[src/rtl/mult32x32_req_if.sv]
// Valid/ready front end and result FIFO back end around the 32x32 sequential
// multiplier: holds operands, pulses start, tracks busy, queues 64-bit products.
`timescale 1ns/1ps
module mult32x32_req_if #(
  parameter int unsigned RES_DEPTH = 2,
  parameter int unsigned TIMEOUT   = 4
) (
  input  logic        clk,
  input  logic        reset,
  input  logic        in_valid,
  output logic        in_ready,
  input  logic [31:0] in_a,
  input  logic [31:0] in_b,
  output logic        mult_start,
  input  logic        mult_busy,
  output logic [31:0] mult_a,
  output logic [31:0] mult_b,
  input  logic [63:0] mult_product,
  output logic        out_valid,
  input  logic        out_ready,
  output logic [63:0] out_product,
  output logic        err_timeout,
  output logic [15:0] op_count
);

  localparam int unsigned PW = (RES_DEPTH > 1) ? $clog2(RES_DEPTH) : 1;
  localparam int unsigned CW = $clog2(RES_DEPTH + 1);
  localparam int unsigned TW = $clog2(TIMEOUT + 1);

  typedef enum logic [1:0] {S_IDLE, S_LAUNCH, S_WAIT_RISE, S_WAIT_FALL} state_t;

  state_t        r_state, w_state_nxt;
  logic [TW-1:0] r_tcnt;
  logic [31:0]   r_a, r_b;
  logic          r_err;
  logic [15:0]   r_ops;
  logic [63:0]   r_mem [RES_DEPTH];
  logic [PW-1:0] r_wptr, r_rptr;
  logic [CW-1:0] r_count;
  logic [63:0]   r_head;

  logic          w_in_ready, w_accept, w_push, w_pop, w_tmo_hit, w_mult_start;
  logic [TW-1:0] w_tcnt_inc;
  logic [PW-1:0] w_rptr_nxt;
  logic [63:0]   w_head_nxt;

  assign w_tcnt_inc = r_tcnt + TW'(1);
  assign w_rptr_nxt = r_rptr + PW'(1);
  assign w_pop      = (r_count != CW'(0)) && out_ready;

  always_ff @(posedge clk) begin
    if (reset) r_state <= S_IDLE;
    else       r_state <= w_state_nxt;
  end

  always_comb begin
    w_state_nxt = r_state;
    case (r_state)
      S_IDLE:      if (w_accept) w_state_nxt = S_LAUNCH;
      S_LAUNCH:    w_state_nxt = S_WAIT_RISE;
      S_WAIT_RISE: begin
        if (mult_busy)      w_state_nxt = S_WAIT_FALL;
        else if (w_tmo_hit) w_state_nxt = S_IDLE;
      end
      S_WAIT_FALL: if (!mult_busy) w_state_nxt = S_IDLE;
      default:     w_state_nxt = S_IDLE;
    endcase
  end

  // Accept only with a free slot, so an in-flight op always has room to land.
  always_comb begin
    w_in_ready   = 1'b0;
    w_accept     = 1'b0;
    w_push       = 1'b0;
    w_tmo_hit    = 1'b0;
    w_mult_start = 1'b0;
    case (r_state)
      S_IDLE: begin
        w_in_ready = !reset && (r_count < CW'(RES_DEPTH));
        w_accept   = in_valid && w_in_ready;
      end
      S_LAUNCH:    w_mult_start = 1'b1;
      S_WAIT_RISE: w_tmo_hit    = !mult_busy && (w_tcnt_inc == TW'(TIMEOUT));
      S_WAIT_FALL: w_push       = !mult_busy;
      default:     ;
    endcase
  end

  always_ff @(posedge clk) begin
    if (reset) begin
      r_tcnt <= '0;
      r_a    <= '0;
      r_b    <= '0;
      r_err  <= 1'b0;
      r_ops  <= '0;
    end else begin
      if (r_state == S_LAUNCH)                     r_tcnt <= '0;
      else if (r_state == S_WAIT_RISE && !mult_busy) r_tcnt <= w_tcnt_inc;
      if (w_accept) begin
        r_a <= in_a;
        r_b <= in_b;
      end
      if (w_tmo_hit) r_err <= 1'b1;
      if (w_push)    r_ops <= r_ops + 16'd1;
    end
  end

  // Head register keeps its last value once the FIFO drains.
  always_comb begin
    w_head_nxt = r_head;
    if (w_pop && w_push)
      w_head_nxt = (r_count == CW'(1)) ? mult_product : r_mem[w_rptr_nxt];
    else if (w_pop) begin
      if (r_count > CW'(1)) w_head_nxt = r_mem[w_rptr_nxt];
    end else if (w_push && (r_count == CW'(0)))
      w_head_nxt = mult_product;
  end

  always_ff @(posedge clk) begin
    if (w_push) r_mem[r_wptr] <= mult_product;
  end

  always_ff @(posedge clk) begin
    if (reset) begin
      r_wptr  <= '0;
      r_rptr  <= '0;
      r_count <= '0;
      r_head  <= '0;
    end else begin
      if (w_push) r_wptr <= r_wptr + PW'(1);
      if (w_pop)  r_rptr <= w_rptr_nxt;
      if (w_push && !w_pop)      r_count <= r_count + CW'(1);
      else if (w_pop && !w_push) r_count <= r_count - CW'(1);
      r_head <= w_head_nxt;
    end
  end

  assign in_ready    = w_in_ready;
  assign mult_start  = w_mult_start;
  assign mult_a      = r_a;
  assign mult_b      = r_b;
  assign out_valid   = (r_count != CW'(0));
  assign out_product = r_head;
  assign err_timeout = r_err;
  assign op_count    = r_ops;

endmodule

[config.mk]
export PLATFORM = sky130hd
export DESIGN_NAME = mult32x32_req_if
export DESIGN_NICKNAME = d
export VERILOG_FILES = /design/src/rtl/mult32x32_req_if.sv
export SDC_FILE = /design/constraint.sdc
export NUM_CORES = 1
export LEC_CHECK = 0
export CAP_MARGIN = 10
export CORE_MARGIN = 1
export CORE_UTILIZATION = 49
export DETAILED_ROUTE_END_ITERATION = 10
export MAX_ROUTING_LAYER = met4
export PLACE_DENSITY = 0.88
export SYNTH_ARGS = -nofsm -noshare
export SYNTH_HDL_FRONTEND = slang
export SYNTH_SLANG_ARGS = --single-unit
[constraint.sdc]
create_clock -name clk -period 5.85 [get_ports clk]
set_input_delay 1.17 -clock clk [delete_from_list [all_inputs] [get_ports clk]]
set_output_delay 1.17 -clock clk [all_outputs]
set_load 0.03 [all_outputs]
==> run metrics, run 1 <==
outcome=finished clean; cell breakdown of the critical path=clkdlybuf4s50_1 -> and3b_1 -> ha_1 -> mux2i_4 -> buf_4 -> mux2i_1 -> o2bb2ai_1; Core ar.=21200 um2; Hold-fix buffers, CTS=0; total CTS buffers=29; CP max-delay cell=mux2i_4; CTS tree=yes; cell area after layout=between 10000 and 15000 um2; cts repair resizes=0; post-synthesis sequential area ratio=between 60% and 70%; Detailed Route Iter0 Violations=317; CP Buf/Inv Count=2; critical path class=in -> reg; placed instance area=13800 um2; Via density=about 5.4; HPWL Detailed=approximately 16 mm; CTS clk-pin slew, worst paths=60 ps; synth warn=0; post-synthesis cell area=approximately 11000 um2; worst-case clock skew=approximately 5.8 ps; PwrDens=roughly 370 nW/um2; DRT Pass-1 Iters=5; Synth Register Bits=around 280; Worst path max stage delay=970 ps; CP top delay family=multiplexers; CTS Root Cell=clkbuf_16; max frequency=~0.26 GHz; Rows=53; Fin. Hold Viols=0; Final nets=between 1000 and 1500; worst hold margin=roughly 450 ps; combinational power share=between 20% and 30%; CP Launch Type=primary input; filler cell count=roughly 1500; RD Place Congestion=slightly below 0.8; critical path data required time=roughly 6200 ps; largest net degree at the start of global routing=94; Worst-Margin Slew=1180 ps; Setup TNS=0 ps; number of global-route vias before repair=7912; crit share post-route=between 60% and 70%; gate count after technology mapping=between 800 and 900; Pint=0.00382 W; Die ar.=roughly 22000 um2; Clock Path Buffers=3; layout cells sized above 1=about 11%; Flop pwr share=43.0%; grt ovf=0; H-tree Lvls=1; Hold Path Class=reg -> reg; width of the die=150 um; number of I/O pins=281; Port Buffers=280; fin util=between 60 and 70%; Initial Util=about half; Clock Sinks=approximately 280; highest net fanout along the worst path=22; vias after detailed routing=7641; VDD IR-drop max=0.323 mV; Routed WL=between 20 and 30 mm; RSZ-0062 raised after global routing=false; Net Sw Power=~0.0016 W; register-to-register setup slack=~2500 ps; count of pins over their slew limit=0; crit path DAT=approximately 4300 ps; MaxCap Viol Count=0; Setup Viol. Count Final=0; Leak=between 4 and 5 nW; clock latency on the worst-skew pair=around 530 ps; post-synthesis area per instance=12.6 um2; Post-CTS Setup Bufs=0; Netlist cell types=39; switching share of power=29.1%; die height=between 100 and 150 um; average wire per standard cell=18.4 um; antenna violations before repair=3; Synth-to-Final Area Change=36.8%; power share of the clock group=between 30 and 40%; Slew HR=roughly a fifth; DRC viols=0; syn nets=between 900 and 1000; Post-DRT Antenna Nets=0; total track usage=23.6%; first-pass GRT wire length=just over 40 mm; crit end category=flop; final worst path period need=between 3000 and 4000 ps
[worst reg2reg max path: cells and delay by family (launching register included)]
kind	cells	cell delay, ps
mux	2	1260
fa+ha+maj	1	290
buf+inv	1	420
simple gates	1	440
compound gates	1	120
flops	1	670
[cell usage after synthesis, drive strengths merged]
master	number	area, um2
a31oi	2	12.5
a2bb2oi	1	8.76
or3	4	25.0
edfxtp	128	3840
nand2	140	526
ha	8	100
clkbuf	25	93.8
nor3	3	15.0
and4b	1	10.0
dfxtp	154	3080
nand4bb	1	11.3
nand3	3	15.0
o2bb2ai	64	561
o21ai	6	33.8
nand2b	4	25.0
xnor2	7	61.3
and3	3	18.8
xor2	8	70.1
nor4	3	18.8
and4	1	8.76
nand3b	3	22.5
a21oi	77	397
inv	5	18.8
nand4b	1	23.8
mux2	64	721
and2	1	6.26
nor2	27	101
buf	29	141
nor2b	2	12.5
mux2i	66	661
and3b	1	8.76
nand4	5	31.3
o31ai	1	7.51
or4	2	18.8
[cells by family (layout without fill, tap and decap cells)]
group | after synthesis | in the layout | synth area share, %
buf+inv | 59 | 350 | 2.37
compound gates | 151 | 151 | 9.52
mux | 130 | 130 | 12.9
xor+xnor | 15 | 15 | 1.23
other cells | 0 | 3 | 0
simple gates | 205 | 205 | 8.39
flops | 282 | 282 | 64.7
fa+ha+maj | 8 | 8 | 0.935
[power groups by stage]
| stage | sequential (W) | combinational, W | clock (W) |
|---|---|---|---|
| after floorplan | 0.00255 | 0.000617 | 0 |
| after global routing | 0.00234 | 0.00142 | 0.00184 |
| final | 0.00232 | 0.00134 | 0.00173 |
| after CTS | 0.00232 | 0.00135 | 0.00177 |
| after global placement | 0.00235 | 0.00131 | 0 |
| after detailed placement | 0.00236 | 0.00133 | 0 |
[cells in the final DEF, fill, tap and decap left out, types with 2 or more instances in the layout]
| cell type | instances |
|---|---|
| xor2_1 | 8 |
| clkbuf_8 | 2 |
| diode_2 | 3 |
| nand2_1 | 140 |
| nor4_1 | 3 |
| nor2_1 | 26 |
| o2bb2ai_1 | 64 |
| and3_1 | 2 |
| nand2b_1 | 4 |
| clkdlybuf4s50_1 | 279 |
| xnor2_1 | 7 |
| clkbuf_16 | 29 |
| nand3b_1 | 3 |
| clkbuf_1 | 6 |
| nor2b_1 | 2 |
| a21oi_1 | 76 |
| nand3_1 | 2 |
| bufinv_16 | 2 |
| nand4_1 | 5 |
| clkinv_2 | 2 |
| buf_4 | 12 |
| or3_1 | 4 |
| mux2_2 | 64 |
| edfxtp_1 | 128 |
| a31oi_1 | 2 |
| inv_1 | 5 |
| dfxtp_1 | 153 |
| mux2i_1 | 65 |
| o21ai_0 | 5 |
| nor3_1 | 3 |
| ha_1 | 8 |
| clkinv_1 | 10 |
[area by class of cell]
class / count / area [um2] / area share, %
inverter: 5 / 18.8 / 0.128
antenna: 3 / 7.51 / 0.0512
clock buffer: 37 / 776 / 5.29
clock inverter: 15 / 116 / 0.794
multi-input combinational: 509 / 3560 / 24.3
timing repair buffer: 293 / 2910 / 19.8
tap: 275 / 344 / 2.35
sequential: 282 / 6930 / 47.3
[metal layers]
metal	global-route usage, %	vias up	share of wire (%)
met5	-	-	0
met4	6.77	0	2.1
li1	-	3631	-
met2	41.6	293	50
met1	26.4	3680	39
met3	5.79	37	8.3
[path summary, 6_finish.rpt]
path / startpoint / to / cells after the start
worst min register to register: mult_b[25] / mult_b[25] / 2
worst max-delay path: mult_busy / out_product[63] / 7
worst max register to register: r_state[1] / out_product[63] / 6
worst min-delay path: mult_b[25] / mult_b[25] / 2
[state kept, by name, summed over array words and instances, names as in the netlist]
name / cells
r_mem: 128
out_product: 64
mult_a: 32
mult_b: 32
op_count: 16
r_tcnt: 3
r_count: 2
r_state: 2
err_timeout: 1
r_rptr: 1
r_wptr: 1
[per-stage QoR]
stage / worst slack, ps / std cells / total power [W]
3_5_place_dp: 1460 / 1364 / 0.00369
4_1_cts: 1980 / 1416 / 0.00543
5_1_grt: 1840 / 1419 / 0.00559
2_1_floorplan: 1060 / 850 / 0.00317
3_3_place_gp: 1610 / 1364 / 0.00366
6_report: 1980 / 1419 / 0.00539
Note: power is estimated with default switching activity, not from simulation.
==> run 2: changes to the inputs <==
==> constraint.sdc (replaced) <==
create_clock -name clk -period 3.9 [get_ports clk]
set_input_delay 0.78 -clock clk [delete_from_list [all_inputs] [get_ports clk]]
set_output_delay 0.78 -clock clk [all_outputs]
set_load 0.03 [all_outputs]
==> run metrics, run 2 (synthesis results as in run 1) <==
outcome=finished clean; Setup Viol. Count Final=0 (unchanged); fin util=69.8% (+0.70 points); crit path DAT=2190 ps (-2060 ps); average wire per standard cell=18.5 um (+0.77%); final worst path period need=around 3000 ps; CTS Root Cell=clkbuf_16; Top reg by flops=r_mem; Net Sw Power=0.00243 W (+55%); largest net degree at the start of global routing=94 (unchanged); critical path data required time=3120 ps (-3110 ps); DRT Pass-1 Iters=4 (-1); vias after detailed routing=7648 (+0.092%); max reg flops=128 (unchanged); Clock Path Buffers=3 (unchanged); max frequency=roughly 0.34 GHz; power share of the clock group=33.7% (+1.5 points); cts repair resizes=0 (unchanged); Flop pwr share=41.8% (-1.2 points); Port Buffers=280 (unchanged); combinational power share=24.5% (-0.3 points); Via density=5.39 (about the same); Detailed Route Iter0 Violations=275 (-13%); Synth-to-Final Area Change=38.2%; number of I/O pins=281 (unchanged); switching share of power=29.3% (+0.21 points); DRC viols=0 (unchanged); Die ar.=22500 um2 (unchanged); total track usage=23.3% (-0.26 points); worst-case clock skew=9.86 ps (+4.07 ps); RD Place Congestion=0.797 (+0.86%); PwrDens=561 nW/um2 (+53%); VDD IR-drop max=0.462 mV (+43%); Worst-Margin Slew=975 ps (-201 ps); Post-DRT Antenna Nets=0 (unchanged); Rows=53 (unchanged); layout cells sized above 1=11.7% (+0.86 points); Hold Path Class=reg -> reg; HPWL Detailed=16.3 mm (-0.50%); Routed WL=26.3 mm (+0.77%); Final nets=1261 (unchanged); Core ar.=21200 um2 (unchanged); Setup TNS=0 ps (unchanged); grt ovf=0 (unchanged); die height=150 um (unchanged); crit share post-route=approximately 76%; crit end category=output pin; Pint=0.00587 W (+54%); RSZ-0062 raised after global routing=false; clock latency on the worst-skew pair=550 ps (+20 ps); most frequent cells in the layout=clkdlybuf4s50_1 (279), dfxtp_1 (153), nand2_1 (140); Initial Util=50.5% (unchanged); most common cell after layout, fill and taps aside=clkdlybuf4s50_1; highest net fanout along the worst path=17 (-23%); Hold-fix buffers, CTS=0 (unchanged); CTS tree=yes; Clock Sinks=282 (unchanged); total CTS buffers=29 (unchanged); cell count after placement=1364 (unchanged); H-tree Lvls=1 (unchanged); Final Instance Count excl. Fillers=1419 (unchanged); critical path class=reg -> out; CTS clk-pin slew, worst paths=60 ps (about the same); Pwr Total=0.00830 W (+54%); Slew HR=35.0% (+15 points); Leak=4.97 nW (+1.3%); antenna violations before repair=1 (-2); first-pass GRT wire length=40.2 mm (-0.65%); width of the die=150 um (unchanged); number of global-route vias before repair=7956 (+0.56%); count of pins over their slew limit=0 (unchanged); MaxCap Viol Count=0 (unchanged); Fin. Hold Viols=0 (unchanged); CP Launch Type=flop; Post-CTS Setup Bufs=0 (unchanged)
-- run 2: cell types whose count changed in the layout (fill, tap and decap cells not counted), sizes merged --
cell and delta:
bufinv +2, diode -2, clkbuf -1, clkinvlp +1
-- run 2: worst paths after layout --
| check | start | end | slack (ps) | cells after the start |
|---|---|---|---|---|
| setup / recovery | r_state[1] | in_ready | 930 | 2 |
| hold / removal | mult_b[24] | mult_b[24] | 450 | 2 |
| setup reg to reg | r_state[1] | out_product[6] | 1210 | 6 |
| hold reg to reg | mult_b[24] | mult_b[24] | 450 | 2 |
-- run 2: layout make-up --
cell class / count / area [um2]
multi-input cells: 509 / 3560
clock inverters: 18 / 218
inverters: 5 / 18.8
fillers: 1437 / 6420
well taps: 275 / 344
clock buffers: 36 / 752
diodes: 1 / 2.50
repair buffers: 293 / 2980
flip-flops and latches: 282 / 6930
-- run 2: per-layer routing --
metal	wire (um)	GRT usage [%]
met3	2010	5.30
met4	647	7.53
met1	10400	26.3
met5	0	-
met2	13300	40.8
-- run 2: power groups by stage --
| stage | sequential (W) | combinational, W | clock [W] |
|---|---|---|---|
| after CTS | 0.00347 | 0.00205 | 0.00285 |
| after global routing | 0.00350 | 0.00214 | 0.00296 |
| after floorplan | 0.00383 | 0.000925 | 0 |
| after detailed placement | 0.00353 | 0.00203 | 0 |
| final | 0.00347 | 0.00203 | 0.00280 |
| after global placement | 0.00352 | 0.00199 | 0 |
-- run 2: metrics by stage --
step	instance area [um2]	setup slack, ps	hold slack [ps]
after floorplan	10700	578	503
after global placement	13800	707	441
after detailed placement	13800	594	446
after CTS	14800	868	455
after global routing	14800	775	471
final	14800	932	453
-- run 2: worst max-delay path: stages (launching register included) --
cell and delay (ps):
dfxtp_1 480, nor4_1 400, clkdlybuf4s50_1 770
==> run 3: changes to the inputs <==
--- a/config.mk
+++ b/config.mk
@@ -7,10 +7,10 @@
 export LEC_CHECK = 0
 export CAP_MARGIN = 10
 export CORE_MARGIN = 1
-export CORE_UTILIZATION = 49
+export CORE_UTILIZATION = 44
 export DETAILED_ROUTE_END_ITERATION = 10
 export MAX_ROUTING_LAYER = met4
-export PLACE_DENSITY = 0.88
+export PLACE_DENSITY = 0.84
 export SYNTH_ARGS = -nofsm -noshare
 export SYNTH_HDL_FRONTEND = slang
 export SYNTH_SLANG_ARGS = --single-unit
==> constraint.sdc (replaced) <==
create_clock -name clk -period 2.6 [get_ports clk]
set_input_delay 0.52 -clock clk [delete_from_list [all_inputs] [get_ports clk]]
set_output_delay 0.52 -clock clk [all_outputs]
set_load 0.03 [all_outputs]
==> run metrics, run 3 (synthesis results as in run 1) <==
min setup slack post-route=177 ps (-755 ps); worst hold margin=450 ps (-2.73 ps); Setup Viol. Count Final=0 (unchanged); HPWL Detailed=17.1 mm (+5.1%); Final nets=1273 (+0.95%); total track usage=20.9% (-2.5 points); PwrDens=836 nW/um2 (+49%); Post-DRT Antenna Nets=0 (unchanged); CP Buf/Inv Count=2 (+1); max frequency=a little over 0.4 GHz; crit end category=output pin; first-pass GRT wire length=39.9 mm (-0.74%); Post-CTS Setup Bufs=0 (unchanged); VDD IR-drop max=0.549 mV (+19%); layout cells sized above 1=12.6% (+0.92 points); Synth-to-Final Area Change=40.3%; fin util=63.5% (-6.3 points); Worst path max stage delay=690 ps (-80 ps); CTS tree=yes; Rows=56 (+5.7%); Leak=5.08 nW (+2.3%); average wire per standard cell=17.6 um (-4.8%); CP Launch Type=flop; outcome=finished clean; die height=158 um (+5.5%); Core ar.=23700 um2 (+12%); Die ar.=25000 um2 (+11%); number of global-route vias before repair=7752 (-2.6%); largest net degree at the start of global routing=91 (-3.2%); RD Place Congestion=0.840 (+5.3%); count of pins over their slew limit=0 (unchanged); H-tree Lvls=1 (unchanged); footprint of the multi-input gates=3560 um2 (unchanged); vias after detailed routing=7630 (-0.24%); crit path DAT=1900 ps (-290 ps); max reg flops=128 (unchanged); Fin. Hold Viols=0 (unchanged); Initial Util=45.2% (-5.2 points); clock latency on the worst-skew pair=530 ps (-20 ps); highest net fanout along the worst path=11 (-6); DRT Pass-1 Iters=4 (unchanged); Via density=5.17 (-4.0%); most common cell after layout, fill and taps aside=clkdlybuf4s50_1; Routed WL=26.0 mm (-1.0%); Clock Path Buffers=3 (unchanged); number of I/O pins=281 (unchanged); worst slack, placed=-140 ps (-734 ps); Hold Path Class=reg -> reg; CTS clk-pin slew, worst paths=60 ps (about the same); Port Buffers=280 (unchanged); CP max-delay cell=clkdlybuf4s50_1; Clock Sinks=282 (unchanged); RSZ-0062 raised after global routing=false; crit share post-route=just over 90%; CTS Root Cell=clkbuf_16; total CTS buffers=29 (unchanged); Top reg by flops=r_mem; final worst path period need=about 2400 ps; width of the die=158 um (+5.5%); worst-case clock skew=12.6 ps (+2.75 ps); cell breakdown of the critical path=buf_4 -> nor2b_1 -> clkdlybuf4s50_1; antenna violations before repair=1 (unchanged); Detailed Route Iter0 Violations=342 (+24%); filler cell count=1756 (+22%); grt ovf=0 (unchanged); critical path data required time=2080 ps (-1040 ps); CP top delay family=buffers and inverters; cell count after placement=1420 (+4.1%); Slew HR=37.8% (+2.8 points); most frequent cells in the layout=clkdlybuf4s50_1 (277), dfxtp_1 (153), nand2_1 (140); DRC viols=0 (unchanged); MaxCap Viol Count=0 (unchanged); Final Instance Count excl. Fillers=1475 (+3.9%); Worst-Margin Slew=933 ps (-42.5 ps); area occupied by registers=6930 um2 (unchanged); critical path class=reg -> out; Setup TNS=0 ps (unchanged)
-- run 3: power by group --
part / total (W) / internal [W] / leakage (nW) / switching, W
Sequential: 0.00515 / 0.00496 / 2.40 / 0.000193
Clock: 0.00420 / 0.00254 / 0.490 / 0.00166
Combinational: 0.00321 / 0.00147 / 2.19 / 0.00174
-- run 3: stage by stage --
stage / total power, W / area [um2]
after floorplan: 0.00713 / 10700
after global placement: 0.00840 / 14000
after detailed placement: 0.00846 / 14000
after CTS: 0.0127 / 15000
after global routing: 0.0130 / 15000
final: 0.0126 / 15000
-- run 3: layer usage --
layer | GRT usage, % | up-vias | share of wire (%)
met2 | 35.7 | 274 | 50
met1 | 24.0 | 3680 | 39
li1 | - | 3634 | -
met3 | 5.69 | 42 | 9.0
met4 | 5.86 | 0 | 2.0
met5 | - | - | 0
-- run 3: area by class of cell --
type | count | share of cell area (%)
diodes | 1 | 0.0166
clock buffers | 41 | 5.60
clock inverters | 13 | 0.941
inverters | 5 | 0.125
multi-input cells | 509 | 23.7
flip-flops and latches | 282 | 46.1
well taps | 319 | 2.66
repair buffers | 305 | 20.9
-- run 3: timing repair --
item | CTS | global route
hold buffers | 0 | 0
gates resized for setup | 0 | 2
setup endpoints to repair | 0 | 2
hold endpoints to repair | 0 | 0
-- run 3: worst register-to-register path: cells and delay by family, from the launching register on --
kind	cells	cell delay, ps
buffers and inverters	4	590
AOI/OAI and AO/OA	1	110
DFF	1	410
muxes	2	510
and+or+nand+nor	1	160
adders and majority gates	2	420
-- run 3: path summary, 6_finish.rpt --
check	from	end	slack, ps	cells past startpoint
setup reg to reg	r_count[1]	out_product[18]	280	10
hold / removal	mult_a[14]	mult_a[14]	450	2
setup / recovery	r_state[0]	mult_start	180	3
hold reg to reg	mult_a[14]	mult_a[14]	450	2
